$ cat config.mk
export PLATFORM = sky130hd
export DESIGN_NAME = display_scan_ctrl
export DESIGN_NICKNAME = d
export VERILOG_FILES = /design/src/rtl/display_scan_ctrl.sv
export SDC_FILE = /design/constraint.sdc
export NUM_CORES = 1
export LEC_CHECK = 0
export ABC_CLOCK_PERIOD_IN_PS = 2800
export CORE_ASPECT_RATIO = 0.7
export CORE_MARGIN = 3
export CORE_UTILIZATION = 50
export CTS_BUF_LIST = sky130_fd_sc_hd__clkbuf_8
export DETAILED_ROUTE_END_ITERATION = 7
export PLACE_DENSITY = 0.8
export RECOVER_POWER = 25
export SLEW_MARGIN = 20
export SYNTH_ARGS = -nofsm -noshare
export SYNTH_HDL_FRONTEND = slang
export SYNTH_SLANG_ARGS = --single-unit
$ cat constraint.sdc
create_clock -name clk -period 2.8 [get_ports clk]
set_input_delay 0.42 -clock clk [delete_from_list [all_inputs] [get_ports clk]]
set_output_delay 0.42 -clock clk [all_outputs]
set_load 0.005 [all_outputs]
$ cat src/rtl/display_scan_ctrl.sv
// ---------------------------------------------------------------------------
// display_scan_ctrl
//
// Multi-digit 7-segment display controller.  A captured binary value is
// saturated to the largest value the digits can show, converted to BCD by a
// sequential shift-and-add-3 engine, and then time-multiplexed across the
// digits by a free-running refresh divider.  Leading zeros can optionally be
// blanked.
//
// Parameters:
//   WIDTH        binary input width (>= 4)
//   DIGITS       number of displayed digits (2..8)
//   REFRESH_DIV  clock cycles each digit stays lit (>= 2)
//
// Ports:
//   clk       system clock, all state on the rising edge
//   rst_n     asynchronous active-low reset
//   bin_in    binary value to display
//   load      capture strobe, honoured only while busy is low
//   blank_lz  1 = blank leading zeros
//   an_en     digit enables, active-high, one-hot or zero, bit 0 = units
//   seg       segments {g,f,e,d,c,b,a}, active-low
//   busy      conversion in progress
//   overflow  last converted value was saturated
// ---------------------------------------------------------------------------
module display_scan_ctrl #(
    parameter int WIDTH       = 8,
    parameter int DIGITS      = 3,
    parameter int REFRESH_DIV = 50000
) (
    input  logic              clk,
    input  logic              rst_n,
    input  logic [WIDTH-1:0]  bin_in,
    input  logic              load,
    input  logic              blank_lz,
    output logic [DIGITS-1:0] an_en,
    output logic [6:0]        seg,
    output logic              busy,
    output logic              overflow
);

    function automatic int pow10(input int n);
        int r;
        r = 1;
        for (int i = 0; i < n; i++) r = r * 10;
        return r;
    endfunction

    function automatic logic [6:0] decode(input logic [3:0] d);
        logic [6:0] s;
        case (d)
            4'd0:    s = 7'b1000000;
            4'd1:    s = 7'b1111001;
            4'd2:    s = 7'b0100100;
            4'd3:    s = 7'b0110000;
            4'd4:    s = 7'b0011001;
            4'd5:    s = 7'b0010010;
            4'd6:    s = 7'b0000010;
            4'd7:    s = 7'b1111000;
            4'd8:    s = 7'b0000000;
            4'd9:    s = 7'b0010000;
            default: s = 7'h7F;
        endcase
        return s;
    endfunction

    localparam int MAXV = pow10(DIGITS) - 1;
    // Comparison width large enough for both the input and the saturation limit
    localparam int CW   = (WIDTH > 32) ? WIDTH : 32;
    localparam int BW   = DIGITS * 4;
    localparam int CNTW = $clog2(WIDTH + 1);
    localparam int RW   = $clog2(REFRESH_DIV);
    localparam int SW   = $clog2(DIGITS);
    localparam logic [CW-1:0] MAXV_EXT = CW'(MAXV);

    typedef enum logic [1:0] {IDLE, SHIFT, DONE} state_t;

    state_t              state, state_next;
    logic [BW+WIDTH-1:0] shreg, adj;
    logic [CNTW-1:0]     bit_cnt;
    logic                sat_flag;
    logic [BW-1:0]       disp, disp_next;
    logic [CW-1:0]       bin_ext;
    logic                over;
    logic [WIDTH-1:0]    bin_sat;
    logic [RW-1:0]       refresh_cnt;
    logic                tick;
    logic [SW-1:0]       scan_idx;
    logic [DIGITS-1:0]   blank_vec;
    logic                zero_run;
    logic [3:0]          cur_digit;
    logic                cur_blank;

    assign bin_ext = CW'(bin_in);
    assign over    = (bin_ext > MAXV_EXT);
    assign bin_sat = over ? WIDTH'(MAXV) : bin_in;
    assign busy    = (state != IDLE);
    assign tick    = (refresh_cnt == RW'(REFRESH_DIV - 1));

    // The display register only changes in DONE; the output stage reads this
    // next value so a frame never mixes old and new digits.
    assign disp_next = (state == DONE) ? shreg[BW+WIDTH-1:WIDTH] : disp;

    // Add-3 correction of every BCD nibble that is 5 or more, ahead of the shift
    always_comb begin
        adj = shreg;
        for (int k = 0; k < DIGITS; k++) begin
            if (shreg[WIDTH+4*k +: 4] >= 4'd5)
                adj[WIDTH+4*k +: 4] = shreg[WIDTH+4*k +: 4] + 4'd3;
        end
    end

    always_ff @(posedge clk or negedge rst_n) begin
        if (!rst_n) state <= IDLE;
        else        state <= state_next;
    end

    always_comb begin
        state_next = state;
        case (state)
            IDLE:    if (load) state_next = SHIFT;
            SHIFT:   if (bit_cnt == CNTW'(1)) state_next = DONE;
            DONE:    state_next = IDLE;
            default: state_next = IDLE;
        endcase
    end

    // Conversion datapath; the saturated value starts in the low binary part
    // with a cleared BCD accumulator above it.
    always_ff @(posedge clk or negedge rst_n) begin
        if (!rst_n) begin
            shreg    <= '0;
            bit_cnt  <= '0;
            sat_flag <= 1'b0;
            disp     <= '0;
            overflow <= 1'b0;
        end else begin
            disp <= disp_next;
            case (state)
                IDLE: begin
                    if (load) begin
                        shreg    <= {{BW{1'b0}}, bin_sat};
                        bit_cnt  <= CNTW'(WIDTH);
                        sat_flag <= over;
                    end
                end
                SHIFT: begin
                    shreg   <= adj << 1;
                    bit_cnt <= bit_cnt - CNTW'(1);
                end
                DONE: begin
                    overflow <= sat_flag;
                end
                default: ;
            endcase
        end
    end

    // Refresh divider and digit scan index, independent of conversion
    always_ff @(posedge clk or negedge rst_n) begin
        if (!rst_n) begin
            refresh_cnt <= '0;
            scan_idx    <= '0;
        end else if (tick) begin
            refresh_cnt <= '0;
            scan_idx    <= (scan_idx == SW'(DIGITS - 1)) ? '0 : scan_idx + SW'(1);
        end else begin
            refresh_cnt <= refresh_cnt + RW'(1);
        end
    end

    // A digit above the units is blank when it and every higher digit are zero
    always_comb begin
        zero_run  = 1'b1;
        blank_vec = '0;
        cur_digit = '0;
        cur_blank = 1'b0;
        for (int k = DIGITS - 1; k >= 0; k--) begin
            zero_run     = zero_run && (disp_next[4*k +: 4] == 4'd0);
            blank_vec[k] = blank_lz && (k != 0) && zero_run;
        end
        for (int k = 0; k < DIGITS; k++) begin
            if (SW'(k) == scan_idx) begin
                cur_digit = disp_next[4*k +: 4];
                cur_blank = blank_vec[k];
            end
        end
    end

    always_ff @(posedge clk or negedge rst_n) begin
        if (!rst_n) begin
            an_en <= '0;
            seg   <= 7'h7F;
        end else if (tick) begin
            an_en <= cur_blank ? '0 : (DIGITS'(1) << scan_idx);
            seg   <= cur_blank ? 7'h7F : decode(cur_digit);
        end
    end

endmodule

# After elaboration in Yosys (flattened, before gate mapping)
# Memories as Yosys holds them, arrays and structs flattened.
# Index checks and enable logic that the tools add are counted.
# word_totals
regBits	68
latchBits	0
ram_bits	0
rom_bits	112
inputBits	12
output_inout_bits	12
n_memories	1
# mem_list
name	words	width	read_ports	rd_ports_with_merged_regs	write_ports	line	text
(name not given)	16	7	1	0	0	51	case (d)
# classes
add_sub_neg	6
multipliers	0
div	0
magnitude_cmp	4
n_eq_ne	9
n_shift	1
mux	21
bitwise_logic	0
n_reduce_logical	12
# op_table
op	n
20-bit one-hot mux with 2 select lines	1
4-bit 2-to-1 mux	6
20-bit 2-to-1 mux	1
16-bit by 1-bit adder with 16-bit output, second input constant	1
16-bit equality test, second input constant	1
16-bit 2-to-1 mux	1
4-bit by 3-bit >= comparator with 1-bit output, second input constant	3
12-bit 2-to-1 mux	1
8-bit by 10-bit > comparator with 1-bit output, second input constant	1
4-bit by 2-bit adder with 4-bit output, second input constant	2
4-bit logical NOT	2
8-bit 2-to-1 mux	1
4-bit one-hot mux with 2 select lines	1
7-bit 2-to-1 mux	1
2-bit 2-to-1 mux	3
3-bit 2-to-1 mux	2
2-bit AND reduction	3
2-bit equality test, second input constant	2
4-bit by 1-bit equality test with 1-bit output, second input constant	1
2-bit logical NOT	2
2-bit inequality test, second input constant	2
2-bit one-hot mux with 2 select lines	1
2-bit nonzero test	2
4-bit by 1-bit subtractor with 4-bit output, second input constant	1
other kinds (8)	11

# Longest topological paths before layout
# logic_depth
depth_word	8
mapped_depth	9

# Worst setup path after synthesis
# No wires, ideal clock.
# synth_timing
kind	register -> register
from	register state[0]
to	register seg[0]
setup_time_ps	88
arrival_ps	2082
slack_ps	630
path_stages_with_launch	10
path_buffers	1
cell_sequence	dfrtp_1 -> nand2b_4 -> buf_6 -> mux4_2 -> a22oi_1 -> inv_1 -> ha_1 -> mux2_2 -> nand2_1 -> a21oi_1
# synth_between
elab_chain_len	8
elab_cells_between_ends	14
classes_between	eq/ne (1); mux (7); reduce/logical (5); memory (1)
# synth_lines
item	line	text
start: declaration	78	state_t state, state_next;
start signal: assignment	115	else state <= state_next;
2-bit equality test *	102	assign disp_next = (state == DONE) ? shreg[BW+WIDTH-1:WIDTH] : disp;
12-bit 2-to-1 mux *	102	
branches (longest 5 deep; another with memory 16 x 7 bit)	-	
7-bit 2-to-1 mux *	196	seg <= cur_blank ? 7'h7F : decode(cur_digit);
end signal: assignment	196	
end: declaration	37	output logic [6:0] seg,
# Mark *: on every way between the ends.
# A chain may end at the register's enable or synchronous reset.

# Worst setup path in the final report
# Ends and elaborated chain as after synthesis.

==> flow_summary.rst <==
.. list-table::
   :header-rows: 1

   * - Metric
     - Value
   * - Cell area after layout
     - 3727 sq um
   * - Number of global-route vias before repair
     - 2,263
   * - Async SR Flop Fraction
     - 100.0%
   * - Starting utilization of the core area
     - 52.06%
   * - H-tree depth
     - 3
   * - Crit path cell chain
     - nand2b_4, mux4_2, a22oi_1, inv_1, ha_1, mux2_2, nand2_1, a21oi_1
   * - Count of fill cells added during filler insertion
     - 532
   * - Area growth from synthesis to layout
     - 13.53%
   * - Crit path max fanout
     - 20
   * - Synth unique cells
     - 49
   * - Overall die area
     - 7590 sq um
   * - Cell-internal power
     - 2.063 mW
   * - Ys Warns
     - 0
   * - Number of enable-type register cells in the synthesized netlist
     - 0
   * - Average wire per cell in the routed design
     - 15.04 um
   * - Number of port buffers
     - 22
   * - Number of cells on the worst reg-to-reg path
     - 8
   * - Worst Min Path Start
     - shreg[7]
   * - Vias per Instance
     - 5.561
   * - Cell count of the worst hold path
     - 2
   * - First-pass GRT wire length
     - 10.85 mm
   * - Sequential cell area
     - 1635 sq um
   * - Detailed-router iteration count before antenna repair
     - 4
   * - Launch point of the critical path
     - state[0]
   * - TritonCTS sink count
     - 65
   * - Standard cell area after detailed placement
     - 3562 sq um
   * - Diodes inserted
     - 0
   * - Reg-to-reg slack, setup
     - 0.36 ns
   * - Count of placed standard cells in the final layout, fillers left out
     - 426
   * - Fraction of layout instances using a drive strength above 1
     - 12.07%
   * - Number of endpoints failing setup at the final stage
     - 0
   * - Maximum number of pins on one net before global-route repair
     - 66
   * - Switching Power
     - 1.200 mW
   * - Post-DRT Antenna Nets
     - 0
   * - Placed cell count
     - 410
   * - Cts hold-fix bufs
     - 0
   * - Number of DRC violations after detailed routing
     - 0
   * - Number of placed I/O pins
     - 24
   * - Result of the run
     - finished with violations
   * - Placer congestion estimate
     - 0.7991
   * - Estimated wirelength of the detail-placed design
     - 4.373 mm
   * - Buf/Inv on CP
     - 1
   * - Final worst path period need
     - 2.436 ns
   * - Logic depth of the worst setup path including buffers
     - 8
   * - Num CTS Buffers
     - 9
   * - Failing checks
     - max-capacitance violations, max-slew violations
   * - Worst Setup Slack, final
     - 0.3639 ns
   * - Clk pin slew, worst setup/hold paths
     - 0.07 ns
   * - Net count of the mapped netlist
     - 347
   * - Total Routing Usage GR
     - 18.65%
   * - Postcts setup bufs
     - 0
   * - Clock network fraction of design power
     - 22.8%
   * - Later-pin clock latency in the skew report
     - 0.34 ns
   * - Highest achievable clock rate
     - 410.5 MHz
   * - Sort of element at the end of the critical path
     - flip-flop
   * - Die span in y
     - 73.80 um
   * - Number of max-cap violations
     - 1
   * - Master cell of the clock root buffer
     - sky130_fd_sc_hd__clkbuf_8
   * - Kind of cell with the highest combined delay on the critical path
     - multiplexers
   * - Number of gates given a new drive strength after cts
     - 0
   * - CTS tree
     - yes
   * - Cell Pwr Density
     - 875.5 nW/um^2
   * - Core area
     - 6306 sq um
   * - Synth Register Bits
     - 65
   * - Final Slew Violations
     - 66
   * - Worst clock skew on the final layout
     - 0.007388 ns
   * - Placement row count
     - 24
   * - Crit share post-route
     - 87.00%
   * - Max-slew headroom at the worst pin
     - -5.352%
   * - Max Buffers Root-to-Sink
     - 2
   * - Reg2Reg Launch Point
     - state[0]
   * - Switching share of total power
     - 36.77%
   * - RSZ-0062 raised after global routing
     - false
   * - Layout net count
     - 369
   * - CP peak stage delay
     - 0.54 ns
   * - Mapped cell area
     - 3283 sq um
   * - Required time of the critical path
     - 3.06 ns
   * - Synthesized instance count
     - 321
   * - Area taken by multi-input logic gates
     - 1508 sq um
   * - Pre-CTS worst setup slack
     - 0.3852 ns
   * - Lkg Pwr
     - 1.761 nW
   * - Most used cells in the layout excluding fill and tap cells
     - sky130_fd_sc_hd__dfrtp_1, sky130_fd_sc_hd__nand2_1, sky130_fd_sc_hd__nor2_1, sky130_fd_sc_hd__inv_1, sky130_fd_sc_hd__clkdlybuf4s50_1
   * - Number of antenna violations at the first check in global routing
     - 0
   * - DR vias
     - 2,369
   * - Die span in x
     - 102.9 um
   * - Combinational group share of total power
     - 35.3%
   * - Most common cell after layout, fill and taps aside
     - sky130_fd_sc_hd__dfrtp_1
   * - Max stage delay cell, worst path
     - sky130_fd_sc_hd__mux4_2
   * - Peak supply drop
     - 0.3965 mV
   * - Mean instance size in the synthesized netlist
     - 10.23 sq um
   * - Detailed router's first-iteration violation count
     - 160
   * - Main synth FF type
     - sky130_fd_sc_hd__dfrtp_1
   * - Aggregate routed wire length
     - 6.406 mm
   * - Final Hold Viols
     - 0
   * - Sum of negative setup slack
     - 0 ns
   * - Portion of the post-synthesis area used by sequential elements
     - 49.81%
   * - Worst Path Arrival
     - 2.70 ns
   * - Category of the worst setup path launch point
     - flip-flop
   * - Path type of the worst setup path
     - flip-flop to flip-flop
   * - Transition time at the pin with the least slew margin
     - 1.580 ns
   * - Seq pwr share
     - 41.9%
   * - Overflow left after global routing
     - 0
   * - Classification of the worst-slack hold path
     - flip-flop to flip-flop
worst register-to-register path: stages, from the launching register on:
cell and delay (ns):
sky130_fd_sc_hd__dfrtp_1 0.39, sky130_fd_sc_hd__nand2b_4 0.31, sky130_fd_sc_hd__mux4_2 0.54, sky130_fd_sc_hd__a22oi_1 0.37
sky130_fd_sc_hd__inv_1 0.14, sky130_fd_sc_hd__ha_1 0.22, sky130_fd_sc_hd__mux2_2 0.26, sky130_fd_sc_hd__nand2_1 0.07
sky130_fd_sc_hd__a21oi_1 0.07
logic make-up (layout without fill, tap and decap cells):
kind of cell | count (synthesis) | after routing | synth area share (%)
AO/OA/AOI/OAI | 63 | 63 | 12.81
XOR/XNOR | 19 | 19 | 5.069
adder cells (fa/ha/maj) | 14 | 14 | 5.335
buffers and inverters | 33 | 60 | 4.268
flip-flops | 65 | 65 | 49.81
multiplexers | 17 | 17 | 6.783
other | 1 | 1 | 0.1142
AND/OR/NAND/NOR | 109 | 109 | 15.82
metrics by stage:
| step | hold slack [ns] | power, mW | utilization [%] |
|---|---|---|---|
| after floorplan | 0.1244 | 2.237 | - |
| after global placement | 0.4602 | 2.468 | 56.49 |
| after detailed placement | 0.4607 | 2.531 | 56.49 |
| after CTS | 0.08006 | 3.284 | 59.35 |
| after global routing | 0.5061 | 3.529 | 59.11 |
| final | 0.4787 | 3.263 | 59.11 |
routing by layer:
layer  GRT usage (%)  share of wire [%]  wire (um)  vias to the layer above
met4           8.908                1.3         82                        0
li1                -                  -          -                     1147
met3           4.459                4.6        295                        8
met1           25.67                 49       3129                     1174
met5               0                  0          0                        -
met2           27.83                 45       2899                       40
flip-flops by register name, summed over array words and instances, names as in the netlist:
register     count
shreg           20
bit_cnt          4
seg              7
an_en            2
disp            12
scan_idx         2
state            2
refresh_cnt     16
Yosys cell counts, drive strengths merged (3+ instances only):
cell,instances,area (sq um)
mux2i,5,50.05
ha,14,175.2
inv,19,71.32
nor3,4,20.02
nor2,29,108.9
xnor2,6,52.55
mux2,9,105.1
dfrtp,58,1451
xor2,13,113.9
clkbuf,8,30.03
a32o,3,30.03
a22oi,11,96.34
dfstp,7,183.9
a21oi,15,78.83
o31ai,4,30.03
nand3,18,90.09
nand2,35,131.4
nand2b,8,57.55
buf,6,38.78
o21ai,19,98.85
mux4,3,67.56
power by group through the flow:
stage	Clock [mW]	Combinational [mW]	Sequential, mW
after floorplan	0	0.920	1.32
after global routing	0.805	1.32	1.41
after global placement	0	1.10	1.37
final	0.743	1.15	1.37
after detailed placement	0	1.15	1.38
after CTS	0.761	1.16	1.37
layout make-up:
cell class,count,area share (%)
Timing Repair Buffer,25,6.311
Clock inverter,7,1.511
Inverter,19,1.913
Multi-Input combinational cell,223,40.45
Clock buffer,9,3.323
Tap cell,78,2.618
Sequential cell,65,43.87
final timing paths:
check | end
min | shreg[7]
max | seg[0]
max reg2reg | seg[0]
min in group asynchronous | shreg[3]
min reg2reg | shreg[7]
max in group asynchronous | shreg[7]
(Power assumes the default switching activity.)
==> patch, RTL diff (same flow settings) <==
The 3 states of `state_t` get a one-hot encoding in 3 bits.
--- a/src/rtl/display_scan_ctrl.sv
+++ b/src/rtl/display_scan_ctrl.sv
@@ -73,7 +73,7 @@
     localparam int SW   = $clog2(DIGITS);
     localparam logic [CW-1:0] MAXV_EXT = CW'(MAXV);
 
-    typedef enum logic [1:0] {IDLE, SHIFT, DONE} state_t;
+    typedef enum logic [2:0] {IDLE = 3'b001, SHIFT = 3'b010, DONE = 3'b100} state_t;
 
     state_t              state, state_next;
     logic [BW+WIDTH-1:0] shreg, adj;
Formal check against the unedited RTL: same outputs for any inputs over 10 cycles, from zero or initial values and one cycle with rst_n low; not proved beyond that.
==> patch against the original RTL <==
- the run still ends with max-capacitance violations, max-slew violations left
- count of clock-buffer cells in the layout up 2
- wire length rose by 5.2%
- design area is 4.7% higher
- critical endpoint is now seg[4]
- non-clock buffer count grew 4
- setup slack gained 0.062 ns
- highest routed layer unchanged
- power down 24%
- utilization is 1.6 points higher
- maximum frequency is 2.6% higher
- synthesized cell count increased by 4.4%
- die area rose by 4.1%
- final cell count grew 6.6%
- largest power group unchanged
- area after synthesis grew 4.5%
- sequential cell count increased by 1
==> patch: results (changes against the original RTL) <==
run_status:
  status: "complete, but fails checks"
  violations: "max-capacitance violations, max-slew violations"
setup_path:
  cp_slowest_cell: "dfrtp_1"
  path_delay_family: "compound AO/OA/AOI/OAI gates"
  path_max_fanout: 16  # -20%
  cp_data_arrival_time_ns: 2.65  # -0.05 ns
  cpPeakStageDelay_ns: 0.43  # -0.11 ns
  ff2ff_setup_slack_ns: 0.43  # +0.06 ns
clock_network:
  worstSkewPairLatency_ns: 0.34  # about the same
  ctsResizeCount: 0  # unchanged
sta:
  whs_ns: 0.484  # +0.00534 ns
  min_period_over_period_pct: 84.8  # -2.2 points
  fin_skew_ns: 0.00611  # -0.00128 ns
  slew_viol_final: 67  # +1.5%
  max_slew.worst_pin.slew_ns: 1.56  # -0.0216 ns
placed_design:
  dp_hpwl_mm: 4.57  # +4.5%
  routabilityCongestion: 0.847  # +6.0%
  post-place-ws_ns: 0.414  # +0.0289 ns
  port_buffers: 22  # unchanged
layout:
  fin_nets: 385  # +4.3%
  num-fill-cells: 545  # +2.4%
  seq_share_pct: 42.6  # -1.3 points
  buffer_area_share_pct: 6.80  # +0.49 points
  area_share_clock_buf_inv_pct: 4.36  # -0.47 points
  nNonClkInverters: 24  # +5
  n_clock_buffer: 11  # +2
  multi_input_area_sq_um: 1600  # +6.1%
  multi_input_comb_cells: 229  # +2.7%
  layout-drive-gt1-share_pct: 14.6  # +2.5 points
  signal_buffers: 29  # +16%
global_route:
  grt_pass1_vias: 2328  # +2.9%
  grt_pass1_wl_mm: 11.2  # +2.8%
  grt_start_max_net_pins: 67  # +1.5%
  antenna_found_initial: 0  # unchanged
  grt.total_usage_pct: 18.0  # -0.61 points
routing:
  dr.pass1.iters: 4  # unchanged
  via_per_inst: 5.41  # -2.8%
  wl_mm: 6.74  # +5.2%
  drt_iter0_drc: 149  # -6.9%
logic_synthesis:
  ys_warn_count: 0  # unchanged
  yosys-top-cells-count: "dfrtp_1, nor2_1, inv_1"
  synth_area_leaders: "dfrtp_1, dfstp_2, ha_1, nor2_1, mux2_2"
  ys_ff_latch: 66  # +1.5%
  seq_area_frac_synth_pct: 48.4  # -1.4 points
  synthesis.nets: 361  # +4.0%
flow_run:
  cap_violations: 1  # unchanged
pwr:
  p_leak_uw: 0.00172  # -2.5%
  ir_worst_vdd_mv: 0.286  # -28%
  swShare_pct: 32.3  # -4.4 points
## patch: cell types whose count changed in the layout (fill, tap and decap cells not counted), moves of 3 or more
cell	change
buf_4	+4
o22ai_1	+8
nand2b_1	-3
inv_1	+3
nor3_1	+3
mux2i_1	+6
a22oi_1	-10
a21oi_1	-3
mux4_2	-3
nor4_1	+4
nand2_1	-19
o22a_1	+7
nor2_1	+8
mux2_2	+4
## patch: path summary, 6_finish.rpt
kind | start | to | depth (start not counted)
setup reg to reg | state[1] | seg[4] | 10
setup / recovery | state[1] | seg[4] | 10
min in group asynchronous | rst_n | shreg[5] | 2
max in group asynchronous | rst_n | shreg[2] | 2
hold / removal | refresh_cnt[0] | refresh_cnt[0] | 1
hold reg to reg | refresh_cnt[0] | refresh_cnt[0] | 1
## patch: stage by stage
stage | area [sq um] | cells
2_1_floorplan | 3430 | 335
3_3_place_gp | 3750 | 439
3_5_place_dp | 3750 | 439
4_1_cts | 3920 | 454
5_1_grt | 3900 | 454
6_report | 3900 | 454
## patch: layer usage
| layer | global-route usage, % | part of all wire (%) |
|---|---|---|
| met5 | 0 | 0 |
| met3 | 5.00 | 3.8 |
| met2 | 26.9 | 45 |
| met4 | 7.57 | 1.7 |
| met1 | 25.3 | 50 |
## patch: logic make-up after synthesis
group	Yosys count	share of synthesized area, %
AOI/OAI and AO/OA	62	12.2
xor gates and xnor gates	19	4.85
adders and majority gates	14	5.11
buffers and inverters	40	4.89
DFF	66	48.4
muxes	26	8.79
other	1	0.109
and+or+nand+nor	107	15.6
## patch: power by group through the flow
stage / combinational, uW / clock [uW] / sequential, uW
after floorplan: 420 / 0 / 1180
after global placement: 559 / 0 / 1210
after detailed placement: 580 / 0 / 1210
after CTS: 585 / 716 / 1200
after global routing: 655 / 763 / 1220
final: 578 / 700 / 1200
